$ cat config.mk
export PLATFORM = sky130hd
export DESIGN_NAME = adc_hamming_encoder
export DESIGN_NICKNAME = d
export VERILOG_FILES = /design/src/rtl/hamming_pkg.sv /design/src/rtl/hamming74_enc.sv /design/src/rtl/adc_hamming_encoder.sv
export SDC_FILE = /design/constraint.sdc
export NUM_CORES = 1
export LEC_CHECK = 0
export BUFFER_PORTS_ARGS = -buffer_cell sky130_fd_sc_hd__buf_4
export CAP_MARGIN = 20
export CORE_MARGIN = 4
export CORE_UTILIZATION = 52
export CTS_CLUSTER_SIZE = 20
export DETAILED_ROUTE_END_ITERATION = 12
export PLACE_DENSITY = 0.75
export SLEW_MARGIN = 0
export SYNTH_ARGS = -nofsm -noshare
export SYNTH_HDL_FRONTEND = slang
export SYNTH_HIERARCHICAL = 1
export SYNTH_SLANG_ARGS = --single-unit
export TNS_END_PERCENT = 1
$ cat constraint.sdc
create_clock -name clk -period 2.1 [get_ports clk]
set_input_delay 0.21 -clock clk [delete_from_list [all_inputs] [get_ports clk]]
set_output_delay 0.21 -clock clk [all_outputs]
set_load 0.02 [all_outputs]
$ cat src/rtl/hamming_pkg.sv
// Shared Hamming(7,4) definitions for the ADC protection path.
// Contents:
//   DATA_W / CW_W    : data and codeword widths
//   *_POS            : bit index of each codeword field (bit i = Hamming position i+1)
//   hamming74_encode : pure encoder, also used by the downstream decoder
package hamming_pkg;

  localparam int DATA_W = 4;
  localparam int CW_W   = 8;

  localparam int P1_POS  = 0;
  localparam int P2_POS  = 1;
  localparam int D0_POS  = 2;
  localparam int P4_POS  = 3;
  localparam int D1_POS  = 4;
  localparam int D2_POS  = 5;
  localparam int D3_POS  = 6;
  localparam int PAR_POS = 7;

  // 7-bit Hamming codeword; the overall parity bit is added by the caller.
  function automatic logic [CW_W-2:0] hamming74_encode(input logic [DATA_W-1:0] d);
    logic [CW_W-2:0] c;
    c          = '0;
    c[D0_POS]  = d[0];
    c[D1_POS]  = d[1];
    c[D2_POS]  = d[2];
    c[D3_POS]  = d[3];
    c[P1_POS]  = d[0] ^ d[1] ^ d[3];
    c[P2_POS]  = d[0] ^ d[2] ^ d[3];
    c[P4_POS]  = d[1] ^ d[2] ^ d[3];
    return c;
  endfunction

endpackage

$ cat src/rtl/hamming74_enc.sv
// Combinational Hamming(7,4) encoder with optional SECDED overall parity.
// Ports:
//   data [3:0] : input data bits d0..d3
//   cw   [7:0] : [6:0] Hamming(7,4) codeword, [7] overall parity or 0
// Build option: define HAMMING_SECDED_EN to drive cw[7] with even overall
// parity across all 8 bits; otherwise cw[7] is tied to 0.
module hamming74_enc
  import hamming_pkg::*;
(
  input  logic [DATA_W-1:0] data,
  output logic [CW_W-1:0]   cw
);

  logic [CW_W-2:0] code7;

  assign code7          = hamming74_encode(data);
  assign cw[CW_W-2:0]   = code7;

`ifdef HAMMING_SECDED_EN
  assign cw[PAR_POS] = ^code7;
`else
  assign cw[PAR_POS] = 1'b0;
`endif

endmodule

$ cat src/rtl/adc_hamming_encoder.sv
// Captures ADC codes on a sample strobe, Hamming-encodes them and buffers the
// codewords in a first-word-fall-through FIFO with a valid/ready output.
// Samples arriving while the FIFO is full (and not popping) are dropped and
// counted.
// Parameters: DEPTH (FIFO entries, power of two, >= 2), CNT_W (drop counter width).
// Ports:
//   clk, rst     : clock, asynchronous active-high reset
//   adc_code     : 4-bit ADC code, captured when sample_en is high
//   sample_en    : capture strobe
//   clr_stats    : synchronous clear of overflow / drop_count
//   cw_data      : registered FIFO head codeword
//   cw_valid     : cw_data holds the FIFO head
//   cw_ready     : consumer accepts the head
//   fifo_level   : occupancy 0..DEPTH
//   overflow     : sticky drop flag
//   drop_count   : saturating count of dropped samples
// Build option: HAMMING_SECDED_EN (see hamming74_enc) sets cw_data[7].
module adc_hamming_encoder
  import hamming_pkg::*;
#(
  parameter int DEPTH = 4,
  parameter int CNT_W = 8
) (
  input  logic                     clk,
  input  logic                     rst,
  input  logic [DATA_W-1:0]        adc_code,
  input  logic                     sample_en,
  input  logic                     clr_stats,
  output logic [CW_W-1:0]          cw_data,
  output logic                     cw_valid,
  input  logic                     cw_ready,
  output logic [$clog2(DEPTH):0]   fifo_level,
  output logic                     overflow,
  output logic [CNT_W-1:0]         drop_count
);

  localparam int PW = $clog2(DEPTH);
  localparam int LW = PW + 1;

  function automatic logic [CNT_W-1:0] sat_inc(input logic [CNT_W-1:0] v);
    return (&v) ? v : v + CNT_W'(1);
  endfunction

  logic [CW_W-1:0] enc_cw;
  logic [CW_W-1:0] mem [DEPTH];
  logic [PW-1:0]   wr_ptr;
  logic [PW-1:0]   rd_ptr;
  logic [PW-1:0]   rd_ptr_next;
  logic [LW-1:0]   level;
  logic [LW-1:0]   level_after_pop;
  logic [LW-1:0]   level_next;
  logic            full;
  logic            pop;
  logic            push;
  logic            drop;
  logic            bypass;
  logic [CW_W-1:0] head_next;

  hamming74_enc u_enc (
    .data (adc_code),
    .cw   (enc_cw)
  );

  assign fifo_level = level;

  always_comb begin
    full            = (level == LW'(DEPTH));
    pop             = cw_valid & cw_ready;
    push            = sample_en & (~full | pop);
    drop            = sample_en & full & ~pop;
    level_after_pop = level - LW'(pop);
    level_next      = level_after_pop + LW'(push);
    rd_ptr_next     = pop ? rd_ptr + PW'(1) : rd_ptr;
    // A word pushed into an otherwise-empty FIFO becomes the head straight
    // away; its storage slot is only written on this same edge, so take it
    // from the encoder instead of the array.
    bypass          = push & (level_after_pop == '0);
    head_next       = '0;
    if (bypass)
      head_next = enc_cw;
    else if (level_next != '0)
      head_next = mem[rd_ptr_next];
  end

  // Storage: data only, no reset.
  always_ff @(posedge clk) begin
    if (push)
      mem[wr_ptr] <= enc_cw;
  end

  // Pointers, occupancy and registered head.
  always_ff @(posedge clk or posedge rst) begin
    if (rst) begin
      wr_ptr   <= '0;
      rd_ptr   <= '0;
      level    <= '0;
      cw_valid <= 1'b0;
      cw_data  <= '0;
    end else begin
      if (push)
        wr_ptr <= wr_ptr + PW'(1);
      rd_ptr   <= rd_ptr_next;
      level    <= level_next;
      cw_valid <= (level_next != '0);
      cw_data  <= head_next;
    end
  end

  // Drop statistics: a drop in the same cycle as clr_stats wins.
  always_ff @(posedge clk or posedge rst) begin
    if (rst) begin
      overflow   <= 1'b0;
      drop_count <= '0;
    end else if (drop) begin
      overflow   <= 1'b1;
      drop_count <= clr_stats ? CNT_W'(1) : sat_inc(drop_count);
    end else if (clr_stats) begin
      overflow   <= 1'b0;
      drop_count <= '0;
    end
  end

endmodule

After elaboration in Yosys (flattened, before gate mapping) --
Memory sizes are Yosys's and may differ from the RTL's. Index checks and enable logic that the tools add are counted.
Storage, ports and cells: memories kept 1, register bits 25, output and inout port bits 21, logic and storage cells 45, memory bits (writable) 28
Operators by class: multiplexer cells 11, equality and inequality tests 2, bitwise gates (word level) 14, reduce and logical (&&, ||, !) cells 5, add/sub/neg operators 5
Memories:
- mem | depth 4, width 7, rd ports 1, clocked after Yosys merged registers in 0, wr ports 1, RTL line adc_hamming_encoder.sv:45 | logic [CW_W-1:0] mem [DEPTH];
Operators by type and width (number):
- 2-to-1 mux 8 bit | 6
- adder 8 x 1 -> 8 bit (second input constant) | 1
- AND reduction 8 bit | 1
- bitwise XOR 1 bit | 6
- AND 1 bit | 5
- adder 2 x 1 -> 2 bit (second input constant) | 2
- 2-to-1 mux 1 bit | 4
- adder 3 x 1 -> 3 bit | 1
- == test 3 bit (second input constant) | 1
- logical NOT 3 bit | 1
- nonzero test 3 bit | 1
- subtractor 3 x 1 -> 3 bit | 1
- 2-to-1 mux 2 bit | 1
- inequality test 2 bit (second input constant) | 1
- NOT 1 bit | 2
- AND reduction 2 bit | 1
- nonzero test 2 bit | 1
- OR 1 bit | 1

Depth between registers and ports, before layout --
Gate-level depths: netlist (run 1).
depth in word-level cells 8, depth in mapped cells 9, depth with buffers taken out 9

By module --
The synthesis (run 1) kept the hierarchy.
By module, submodules not included:
- adc_hamming_encoder | cells an instance 193, area an instance 2610.0 µm², seq. area each 1586.5 µm², instances 1
- hamming74_enc | cells an instance 9, area an instance 112.6 µm², seq. area each 0.0 µm², instances 1

Worst setup path before layout (run 1) --
No wires, ideal clock.
path type reg-to-reg, start reg cw_valid, end reg cw_data[0], period minus slack after synthesis 2431 ps, arrival 2293 ps, buffers on the path 0, cell stages (with the launch flop) 10, data required time 1962 ps, setup time 138 ps, slack -331 ps, cells stage by stage dfrtp_1 -> nand2_1 -> inv_1 -> ha_1 -> ha_1 -> inv_1 -> ha_1 -> or2_2 -> o2bb2ai_1 -> o2bb2ai_1
On the way: longest elaborated chain between the ends 7
Ends and longest elaborated chain:
- start, declared | RTL line adc_hamming_encoder.sv:30 | output logic cw_valid,
- start signal, assigned | RTL line adc_hamming_encoder.sv:104 | cw_valid <= (level_next != '0);
- AND 1 bit (*) | RTL line adc_hamming_encoder.sv:68 | pop = cw_valid & cw_ready;
- parallel branches: the longest is 2 deep, another holds subtractor 3 x 1 -> 3 bit
- adder 3 x 1 -> 3 bit (*) | RTL line adc_hamming_encoder.sv:72 | level_next = level_after_pop + LW'(push);
- net level_next[1] | RTL line adc_hamming_encoder.sv:51 | logic [LW-1:0] level_next;
- nonzero test 3 bit (*) | RTL line adc_hamming_encoder.sv:81 | else if (level_next != '0)
- 2-to-1 mux 8 bit (*) | RTL line adc_hamming_encoder.sv:81
- 2-to-1 mux 8 bit (*) | RTL line adc_hamming_encoder.sv:79 | if (bypass)
- net head_next[0] | RTL line adc_hamming_encoder.sv:57 | logic [CW_W-1:0] head_next;
- end signal, assigned | RTL line adc_hamming_encoder.sv:105 | cw_data <= head_next;
- end, declared | RTL line adc_hamming_encoder.sv:29 | output logic [CW_W-1:0] cw_data,
Mark *: on every way through the listed nets, which the timed path passes. A chain may end at the register's enable or synchronous reset.

Final worst setup path (run 1) --
start reg cw_valid, end reg cw_data[0]
On the way: longest elaborated chain between the ends 7
Ends and longest elaborated chain:
- AND 1 bit | RTL line adc_hamming_encoder.sv:68
- OR 1 bit | RTL line adc_hamming_encoder.sv:69 | push = sample_en & (~full | pop);
- AND 1 bit | RTL line adc_hamming_encoder.sv:69
- net push | RTL line adc_hamming_encoder.sv:54 | logic push;
- adder 3 x 1 -> 3 bit | RTL line adc_hamming_encoder.sv:72
- net level_next[1] | RTL line adc_hamming_encoder.sv:51
- nonzero test 3 bit | RTL line adc_hamming_encoder.sv:81
- 2-to-1 mux 8 bit | RTL line adc_hamming_encoder.sv:81
- 2-to-1 mux 8 bit | RTL line adc_hamming_encoder.sv:79
- net head_next[0] | RTL line adc_hamming_encoder.sv:57
The timed path passes the listed nets, and every way through them passes these cells.

==> summary.md, run 1 <==
| Metric | Value |
|---|---|
| Status | `completed` |
| R2R Path Start | `cw_valid$_DFF_PP0_` |
| Peak supply drop | `1.21 mV` |
| CP endpoint kind | `register` |
| Clock sinks | `57` |
| H-tree level count | `3` |
| Placer Congestion | `0.849` |
| # IOs | `30` |
| Initial antenna violation count | `0` |
| Final min period | `2.01 ns` |
| Largest net degree at the start of global routing | `25` |
| Via count | `1764` |
| Syn_nets | `220` |
| TNS Setup | `0 ns` |
| Rows | `26` |
| Nets@finish | `258` |
| Routed WL | `5.28 mm` |
| Hold Crit Depth | `1` |
| CTS tree | `done` |
| DRT Pass-1 Iters | `4` |
| Endpoints failing hold | `0` |
| Setup CP Type | `reg2reg` |
| Max FO, Critical Path | `8` |
| Hold Slack | `0.120 ns` |
| WP data required | `2.30 ns` |
| FF-to-FF End | `cw_data[0]$_DFF_PP0_` |
| First-pass GRT wire length | `8.82 mm` |
| Synth unique cells | `39` |
| Skew-Pair Late Insertion Delay | `0.33 ns` |
| Routed WL per cell | `16.8 um` |
| Max Fclk | `498 MHz` |
| Worst r2r path cells | `9` |
| Relative slew slack | `66.4%` |
| Worst-Margin Slew | `0.504 ns` |
| Antenna diodes | `0` |
| Root Driver | `clkbuf_8` |
| CP startpoint kind | `register` |
| Sequential area share after synthesis | `58.3%` |
| Period utilization | `95.7%` |
| Post-DP HPWL | `3.55 mm` |
| Total track usage | `18.8%` |
| Syn_area_per_cell | `13.5 um2` |
| Die area | `0.00646 mm2` |
| Slowest stage delay, CP | `0.38 ns` |
| Leakage | `1.38 nW` |
| R2R setup slack | `0.09 ns` |
| Post-Syn Instances | `202` |
| Vias in the first global route | `1768` |
| Yosys warns | `6` |
| Post-synth top flop | `edfxtp_1` |
| Pins over their slew limit | `0` |
| DRC viols | `0` |
| Yosys reg bits | `57` |
| Crit path DAT | `2.21 ns` |
| CP cell instances | `nand2_4 > buf_4 > a41oi_4 > ha_2 > ha_4 > or2_4 > o2bb2ai_4 > buf_12 > o2bb2ai_1` |
| Clock-pin slew on the worst setup and hold paths | `0.07 ns` |
| Final setup viols | `0` |
| Die Y | `80.4 um` |
| Asr flop ratio synth | `43.9%` |
| Power Dens Cells | `1400 mW/mm2` |
| Chip Width | `80.4 um` |
| Via density | `5.60` |
| Slowest CP cell | `dfrtp_2` |
| Post-route ant nets | `0` |
| Number of port buffers | `29` |
| Hold Crit Start | `adc_code[1]` |
| DRT iter0 DRCs | `184` |
| Synthesized cell area | `0.00272 mm2` |
| Hold EP | `mem[0][4]$_DFFE_PP_` |
| Initial cell density of the core | `53.3%` |
| Clock tree buffer depth | `2` |
| Area growth, synth to finish | `22.6%` |
| RSZ-0062 raised after global routing | `no` |
| Grt ovf | `0` |
| TritonCTS buffer count | `9` |
| Worst Hold Class | `in2reg` |
| Core box area | `0.00511 mm2` |
| Max-cap violations | `0` |
| Post-synth EDFFs | `32` |
| Skew final | `0.0121 ns` |
| Share of layout cells above drive strength 1 | `31.4%` |
==> through the flow <==
stage               setup slack, ns  utilization (%)  total power [mW]  instances  area, um2
floorplan                    0.0493                -              2.85        202       2760
global placement             0.0525             59.6              3.34        297       3050
detailed placement          -0.0132             59.6              3.40        297       3050
CTS                          0.0328             64.9              4.65        315       3310
global route                0.00834             65.4              4.96        315       3340
finish                       0.0904             65.4              4.67        315       3340
==> flip-flops by register name (all words and copies together) (netlist names) <==
signal	cells
drop_count	8
fifo_level	3
wr_ptr	2
mem	32
cw_valid	1
rd_ptr	2
cw_data	8
overflow	1
==> kinds of logic after synthesis <==
logic type,after synthesis,synth area share (%)
adders and majority gates,9,4.14
and+or+nand+nor,35,8.00
muxes,25,9.60
buffers and inverters,22,4.32
xor gates and xnor gates,9,4.55
DFF,57,58.3
other,1,0.138
AOI/OAI and AO/OA,44,11.0
==> cells in the mapped netlist (2+ instances only) <==
| library cell | instances | area, um2 |
|---|---|---|
| buf_2 | 3 | 15.0 |
| xor3_1 | 3 | 71.3 |
| nor2b_1 | 2 | 12.5 |
| or4_1 | 2 | 15.0 |
| ha_1 | 9 | 113 |
| a22oi_1 | 8 | 60.1 |
| edfxtp_1 | 32 | 961 |
| o2bb2ai_1 | 9 | 78.8 |
| nand2_1 | 6 | 22.5 |
| or2_2 | 2 | 12.5 |
| o21ai_0 | 13 | 65.1 |
| o31ai_1 | 2 | 15.0 |
| and2_1 | 5 | 31.3 |
| xor2_1 | 2 | 17.5 |
| and4_1 | 2 | 17.5 |
| buf_4 | 6 | 45.0 |
| nand4_1 | 2 | 12.5 |
| and3_1 | 3 | 18.8 |
| a21oi_1 | 8 | 40.0 |
| mux2i_1 | 16 | 160 |
| xnor2_1 | 4 | 35.0 |
| dfrtp_1 | 25 | 626 |
| nand3_1 | 2 | 10.0 |
| nor2_1 | 3 | 11.3 |
| inv_1 | 11 | 41.3 |
| mux2_2 | 9 | 101 |
==> layout by cell type (no fill, tap or decap), types with 3 or more instances in the layout <==
cell / Yosys / layout
nor2_1: 3 / 3
clkbuf_8: 0 / 10
buf_4: 6 / 36
and3_1: 3 / 3
o21ai_0: 13 / 13
edfxtp_1: 32 / 32
o2bb2ai_1: 9 / 6
ha_1: 9 / 6
nand2_1: 6 / 5
mux2_2: 9 / 9
mux2i_1: 16 / 16
xor3_1: 3 / 3
inv_1: 11 / 9
a22oi_1: 8 / 8
a21oi_1: 8 / 8
xnor2_1: 4 / 3
and2_1: 5 / 4
dfrtp_1: 25 / 24
==> worst max-delay path by stage <==
stage / from / endpoint / slack [ns] / depth (start not counted)
2_1_floorplan: cw_valid$_DFF_PP0_ / cw_valid$_DFF_PP0_ / 0.05 / 8
3_3_place_gp: cw_valid$_DFF_PP0_ / cw_data[5]$_DFF_PP0_ / 0.05 / 9
3_5_place_dp: cw_valid$_DFF_PP0_ / cw_data[4]$_DFF_PP0_ / -0.01 / 9
4_1_cts: cw_valid$_DFF_PP0_ / cw_data[5]$_DFF_PP0_ / 0.03 / 10
5_1_grt: cw_valid$_DFF_PP0_ / cw_data[0]$_DFF_PP0_ / 0.008 / 10
6_report: cw_valid$_DFF_PP0_ / cw_data[0]$_DFF_PP0_ / 0.09 / 9
==> worst max-delay path, delay by kind of cell, from the launching register on <==
family | cells | cell delay, ns
adders and majority gates | 2 | 0.43
and+or+nand+nor | 2 | 0.31
buffers and inverters | 2 | 0.29
AOI/OAI and AO/OA | 3 | 0.48
DFF | 1 | 0.38
==> timing repair <==
item / in CTS / in global routing
gates cloned: 0 / 0
pin swaps: 2 / 1
endpoints found under the setup margin: 7 / 8
endpoints found under the hold margin: 10 / 0
buffers inserted: 1 / 0
resized for setup: 4 / 5
hold buffers: 1 / 0
==> layout make-up <==
class	instances	area (um2)
inverters	11	41.3
clock buffers	12	145
clock inverters	4	68.8
flip-flops and latches	57	1590
well taps	70	87.6
fillers	390	1770
multi-input cells	123	1110
repair buffers	38	300
==> layer usage <==
metal,vias to the layer above,GRT usage (%),part of all wire [%]
li1,821,-,-
met1,884,24.2,44
met2,43,29.6,50
met3,16,4.04,3.5
met4,0,10.1,2.7
met5,-,0,0
==> power by group <==
group / internal [mW] / switching [mW] / leakage (nW) / total (mW)
clock: 0.695 / 0.398 / 0.108 / 1.09
sequential: 1.51 / 0.140 / 0.604 / 1.65
combinational: 0.880 / 1.04 / 0.664 / 1.92
Power figures use the tool's default switching activity.
==> run 2: changes to the inputs <==
--- a/config.mk
+++ b/config.mk
@@ -8,10 +8,10 @@
 export BUFFER_PORTS_ARGS = -buffer_cell sky130_fd_sc_hd__buf_4
 export CAP_MARGIN = 20
 export CORE_MARGIN = 4
-export CORE_UTILIZATION = 52
+export CORE_UTILIZATION = 46
 export CTS_CLUSTER_SIZE = 20
 export DETAILED_ROUTE_END_ITERATION = 12
-export PLACE_DENSITY = 0.75
+export PLACE_DENSITY = 0.68
 export SLEW_MARGIN = 0
 export SYNTH_ARGS = -nofsm -noshare
 export SYNTH_HDL_FRONTEND = slang
==> summary.md, run 2 (synthesized netlist as in run 1, its figures left out) <==
| Metric | Value |
|---|---|
| Top reg by flops | `mem` |
| Clock-pin slew on the worst setup and hold paths | `0.06 ns` |
| Setup ws final | `0.0934 ns` |
| Power Dens Cells | `1340 mW/mm2` |
| Area growth, synth to finish | `20.1%` |
| Relative slew slack | `50.0%` |
| Chip Width | `84.9 um` |
| Setup CP Type | `reg2reg` |
| CP cell instances | `nand2_4 > inv_2 > ha_4 > inv_1 > ha_1 > ha_1 > or2_4 > o2bb2ai_4 > buf_12 > o2bb2ai_1` |
| Cell mode on critical path | `ha_1` |
| Placer Congestion | `0.841` |
| Endpoints failing hold | `0` |
| Skew-Pair Late Insertion Delay | `0.33 ns` |
| Via density | `5.43` |
| CTS tree | `done` |
| DRT Pass-1 Iters | `4` |
| Peak supply drop | `0.827 mV` |
| DRC viols | `0` |
| Total track usage | `15.8%` |
| Regs by FF count | `mem (32), cw_data (8), drop_count (8)` |
| Via count | `1721` |
| Worst-Margin Slew | `0.750 ns` |
| Vias in the first global route | `1795` |
| Initial antenna violation count | `0` |
| Slowest CP cell | `dfrtp_2` |
| Status | `completed` |
| H-tree level count | `3` |
| Routed WL | `5.32 mm` |
| Final setup viols | `0` |
| Clock sinks | `57` |
| CP startpoint kind | `register` |
| TritonCTS buffer count | `9` |
| Nets@finish | `258` |
| Die area | `0.00721 mm2` |
| Largest register FFs | `32` |
| Hold Slack | `0.0139 ns` |
| Leakage | `1.35 nW` |
| Sw power | `1.58 mW` |
| Period utilization | `95.6%` |
| DP Worst Slack | `0.00465 ns` |
| Max-cap violations | `0` |
| First-pass GRT wire length | `8.76 mm` |
| Max FO, Critical Path | `8` |
| Antenna diodes | `0` |
| Final min period | `2.01 ns` |
| Most common cell after layout, fill and taps aside | `buf_4` |
| Flop pwr share | `37.5%` |
| WP data required | `2.31 ns` |
| # IOs | `30` |
| Clock power frac | `19.0%` |
| Comb power frac | `43.5%` |
| Die Y | `84.9 um` |
| Pins over their slew limit | `0` |
| Max Fclk | `498 MHz` |
| Int Pwr | `2.81 mW` |
| Post-route ant nets | `0` |
| Most frequent cells in the layout | `37 x buf_4, 32 x edfxtp_1, 24 x dfrtp_1` |
| Core box area | `0.00561 mm2` |
| Crit path DAT | `2.22 ns` |
| Slowest stage delay, CP | `0.42 ns` |
| Worst Hold Class | `in2async` |
| CP delay by family, top | `adder cells` |
| Skew final | `0.00350 ns` |
| Switching Fraction | `36.0%` |
| Initial cell density of the core | `48.5%` |
| CP endpoint kind | `register` |
| # hold bufs at CTS | `0` |
| Post-DP HPWL | `3.45 mm` |
| Sum of buffers and inverters on the critical path | `3` |
| Grt ovf | `0` |
| Clock tree buffer depth | `2` |
| Rows | `27` |
| Share of layout cells above drive strength 1 | `30.6%` |
| Routed WL per cell | `16.8 um` |
| Largest net degree at the start of global routing | `26` |
| Root Driver | `clkbuf_8` |
| Number of port buffers | `29` |
| DRT iter0 DRCs | `107` |
run 2: cell count changes in the layout (fill, tap and decap cells not counted), moves of 2 or more:
cell       previous run  this run
bufinv_16             2         0
clkbuf_1              2         4
ha_1                  6         8
o2bb2ai_1             6         4
o2bb2ai_2             2         4
run 2: layout make-up:
| type | count | area (um2) |
|---|---|---|
| multi-input cells | 123 | 1100 |
| well taps | 72 | 90.1 |
| clock inverters | 3 | 17.5 |
| fillers | 485 | 2340 |
| clock buffers | 13 | 139 |
| flip-flops and latches | 57 | 1590 |
| inverters | 11 | 41.3 |
| repair buffers | 38 | 298 |
run 2: final timing paths:
check	startpoint	endpoint	slack, ns	cells after the start
max	cw_valid$_DFF_PP0_	cw_data[2]$_DFF_PP0_	0.09	10
min	rst	drop_count[2]$_DFFE_PP0P_	0.01	2
max reg2reg	cw_valid$_DFF_PP0_	cw_data[2]$_DFF_PP0_	0.09	10
min reg2reg	overflow$_DFFE_PP0P_	overflow$_DFFE_PP0P_	0.52	2
max in group asynchronous	rst	cw_data[6]$_DFF_PP0_	1.50	3
min in group clk	adc_code[1]	mem[0][4]$_DFFE_PP_	0.12	1
run 2: stage by stage:
stage	cell area (um2)	TNS (ns)	power (mW)	cells	util, %
finish	3270	0	4.40	317	58.3
global route	3270	-0.00693	4.68	317	58.3
CTS	3240	0	4.32	316	57.7
detailed placement	3060	0	3.43	300	54.5
global placement	3060	0	3.39	300	54.5
floorplan	2760	0	2.85	202	-
run 2: repair_timing:
| item | 4_1_cts | 5_1_grt |
|---|---|---|
| gates resized for setup | 5 | 3 |
| pin swaps | 11 | 1 |
| setup buffers | 0 | 1 |
| setup endpoints to repair | 7 | 8 |
run 2: worst register-to-register path: cells and delay by family, from the launching register on:
kind | cells | cell delay (ns)
fa+ha+maj | 3 | 0.73
flops | 1 | 0.42
simple gates | 2 | 0.31
buf+inv | 3 | 0.22
compound gates | 2 | 0.21
run 2: layer usage:
| layer | wire length (um) | GRT usage (%) | vias up |
|---|---|---|---|
| met3 | 140 | 3.01 | 12 |
| met4 | 125 | 7.91 | 0 |
| met5 | 0 | 0 | - |
| met2 | 2650 | 26.3 | 18 |
| met1 | 2400 | 19.7 | 866 |
| li1 | - | - | 825 |
run 2: power groups by stage:
stage | clock network (mW) | registers, mW | logic (mW)
6_report | 0.834 | 1.65 | 1.91
3_3_place_gp | 0 | 1.66 | 1.73
2_1_floorplan | 0 | 1.80 | 1.06
4_1_cts | 0.852 | 1.65 | 1.82
5_1_grt | 0.897 | 1.68 | 2.10
3_5_place_dp | 0 | 1.67 | 1.76
==> run 3: changes to the inputs <==
--- a/config.mk
+++ b/config.mk
@@ -7,6 +7,7 @@
 export LEC_CHECK = 0
 export BUFFER_PORTS_ARGS = -buffer_cell sky130_fd_sc_hd__buf_4
 export CAP_MARGIN = 20
+export CORE_ASPECT_RATIO = 1.2
 export CORE_MARGIN = 4
 export CORE_UTILIZATION = 46
 export CTS_CLUSTER_SIZE = 20
==> summary.md, run 3 (synthesized netlist as in run 1, its figures left out) <==
| Metric | Value |
|---|---|
| Max Fclk | `493 MHz` |
| Max-cap violations | `0` |
| Clock power frac | `21.3%` |
| Routed WL per cell | `16.9 um` |
| Sw power | `1.60 mW` |
| Clock-pin slew on the worst setup and hold paths | `0.06 ns` |
| FF+latch area | `0.00159 mm2` |
| Pins over their slew limit | `0` |
| Largest register FFs | `32` |
| TritonCTS buffer count | `9` |
| WP data required | `2.30 ns` |
| Area growth, synth to finish | `23.2%` |
| DRT met1 WL | `2.30 mm` |
| Comb power frac | `42.4%` |
| Antenna diodes | `0` |
| DRC viols | `0` |
| Placed cell count | `311` |
| Skew final | `0.00358 ns` |
| Clock sinks | `57` |
| Worst r2r path cells | `9` |
| Hold Crit Start | `adc_code[1]` |
| Number of fill cells | `491` |
| Switching Fraction | `35.1%` |
| Routed WL | `5.56 mm` |
| TNS Setup | `0 ns` |
| Number of port buffers | `29` |
| Clock tree buffer depth | `2` |
| CP startpoint kind | `register` |
| DRT Pass-1 Iters | `4` |
| Most frequent cells in the layout | `40 x buf_4, 32 x edfxtp_1, 24 x dfrtp_1` |
| Core box area | `0.00571 mm2` |
| First-pass GRT wire length | `8.86 mm` |
| Setup ws final | `0.0724 ns` |
| Hold EP | `mem[0][4]$_DFFE_PP_` |
| Overall power | `4.56 mW` |
| Hold Crit Depth | `1` |
| Rows | `30` |
| Post-route ant nets | `0` |
| Via density | `5.32` |
| Period utilization | `96.6%` |
| Multi-input combinational cell area | `0.00113 mm2` |
| Placer Congestion | `0.793` |
| Max FO, Critical Path | `8` |
| Share of layout cells above drive strength 1 | `31.9%` |
| DP Worst Slack | `0.00552 ns` |
| Largest net degree at the start of global routing | `16` |
| Total track usage | `16.6%` |
| Crit path DAT | `2.23 ns` |
| Regs by FF count | `mem (32), cw_data (8), drop_count (8)` |
| Finished Layout Cells | `328` |
| Skew-Pair Late Insertion Delay | `0.33 ns` |
| Final core area utilization | `58.8%` |
| Relative slew slack | `58.0%` |
| R2R setup slack | `0.07 ns` |
| Initial cell density of the core | `47.7%` |
| Post-DP HPWL | `3.69 mm` |
| Root Driver | `clkbuf_8` |
| Metal2 WL | `2.80 mm` |
| Status | `completed` |
| Top reg by flops | `mem` |
| Nets@finish | `261` |
| CTS tree | `done` |
| # IOs | `30` |
| R2R Path Start | `cw_valid$_DFF_PP0_` |
| Setup CP Type | `reg2reg` |
| Worst-Margin Slew | `0.630 ns` |
| Flop pwr share | `36.3%` |
| Via count | `1745` |
| Post-CTS Setup Bufs | `0` |
| Most common cell after layout, fill and taps aside | `buf_4` |
| Endpoints failing hold | `0` |
| Final setup viols | `0` |
| Final min period | `2.03 ns` |
| H-tree level count | `3` |
| Routed wl met3 | `396 um` |
| Chip Width | `78.2 um` |
| CP endpoint kind | `register` |
| Die area | `0.00722 mm2` |
| Vias in the first global route | `1735` |
| FF-to-FF End | `cw_data[7]$_DFF_PP0_` |
| Worst Hold Class | `in2reg` |
| Grt ovf | `0` |
| Int Pwr | `2.96 mW` |
| DRT iter0 DRCs | `101` |
| Die Y | `92.3 um` |
| Peak supply drop | `0.686 mV` |
| Max Used Layer | `met4` |
| Power Dens Cells | `1360 mW/mm2` |
| Leakage | `1.38 nW` |
| Initial antenna violation count | `0` |
| RSZ-0062 raised after global routing | `yes` |
[run 3: cell types whose count changed in the layout (fill, tap and decap cells not counted), moves of 2 or more]
cell,change
buf_4,+3
ha_4,+2
clkbuf_1,-2
ha_1,-3
clkinv_1,+2
[run 3: critical path, stage by stage (launching register included)]
cell and delay [ns]:
dfrtp_2 0.42, nand2_4 0.06, inv_1 0.08, ha_4 0.17
ha_4 0.26, inv_1 0.06, ha_4 0.24, or2_4 0.26
o2bb2ai_4 0.26, o2bb2ai_1 0.09
[run 3: worst max path at each step]
stage,start,end,slack (ns),cells past startpoint
6_report,cw_valid$_DFF_PP0_,cw_data[7]$_DFF_PP0_,0.07,9
5_1_grt,cw_valid$_DFF_PP0_,cw_data[5]$_DFF_PP0_,-0.02,8
4_1_cts,cw_valid$_DFF_PP0_,cw_data[2]$_DFF_PP0_,0.01,9
3_5_place_dp,cw_valid$_DFF_PP0_,cw_data[4]$_DFF_PP0_,0.006,9
3_3_place_gp,cw_valid$_DFF_PP0_,cw_data[5]$_DFF_PP0_,0.07,9
2_1_floorplan,cw_valid$_DFF_PP0_,cw_valid$_DFF_PP0_,0.05,8
[run 3: per-stage QoR]
step | hold slack (ns) | cell area [um2]
detailed placement | 0.341 | 3090
finish | 0.128 | 3350
floorplan | 0.237 | 2760
CTS | 0.107 | 3320
global placement | 0.340 | 3090
global route | 0.121 | 3350
[run 3: layer usage]
layer / up-vias / track usage [%]
li1: 830 / -
met1: 850 / 20.7
met2: 57 / 27.5
met3: 8 / 4.03
met4: 0 / 6.56
met5: - / 0
[run 3: timing repair]
| action | in CTS | in global routing |
|---|---|---|
| gates resized for setup | 4 | 6 |
| setup endpoints to repair | 7 | 8 |
| gates cloned | 0 | 0 |
| hold buffers | 1 | 0 |
| endpoints found under the hold margin | 14 | 0 |
| pin swaps | 8 | 1 |
[run 3: final cells by class]
cell class	instances	share of cell area, %
tap	80	2.99
clock buffer	12	4.33
inverter	11	1.23
timing repair buffer	41	9.25
clock inverter	4	1.27
multi-input combinational	123	33.6
sequential	57	47.4
[run 3: power by group through the flow]
stage	clock network (mW)	registers [mW]	logic [mW]
6_report	0.971	1.66	1.93
4_1_cts	0.992	1.66	1.85
2_1_floorplan	0	1.80	1.06
3_3_place_gp	0	1.67	1.74
5_1_grt	1.04	1.69	2.10
3_5_place_dp	0	1.68	1.77
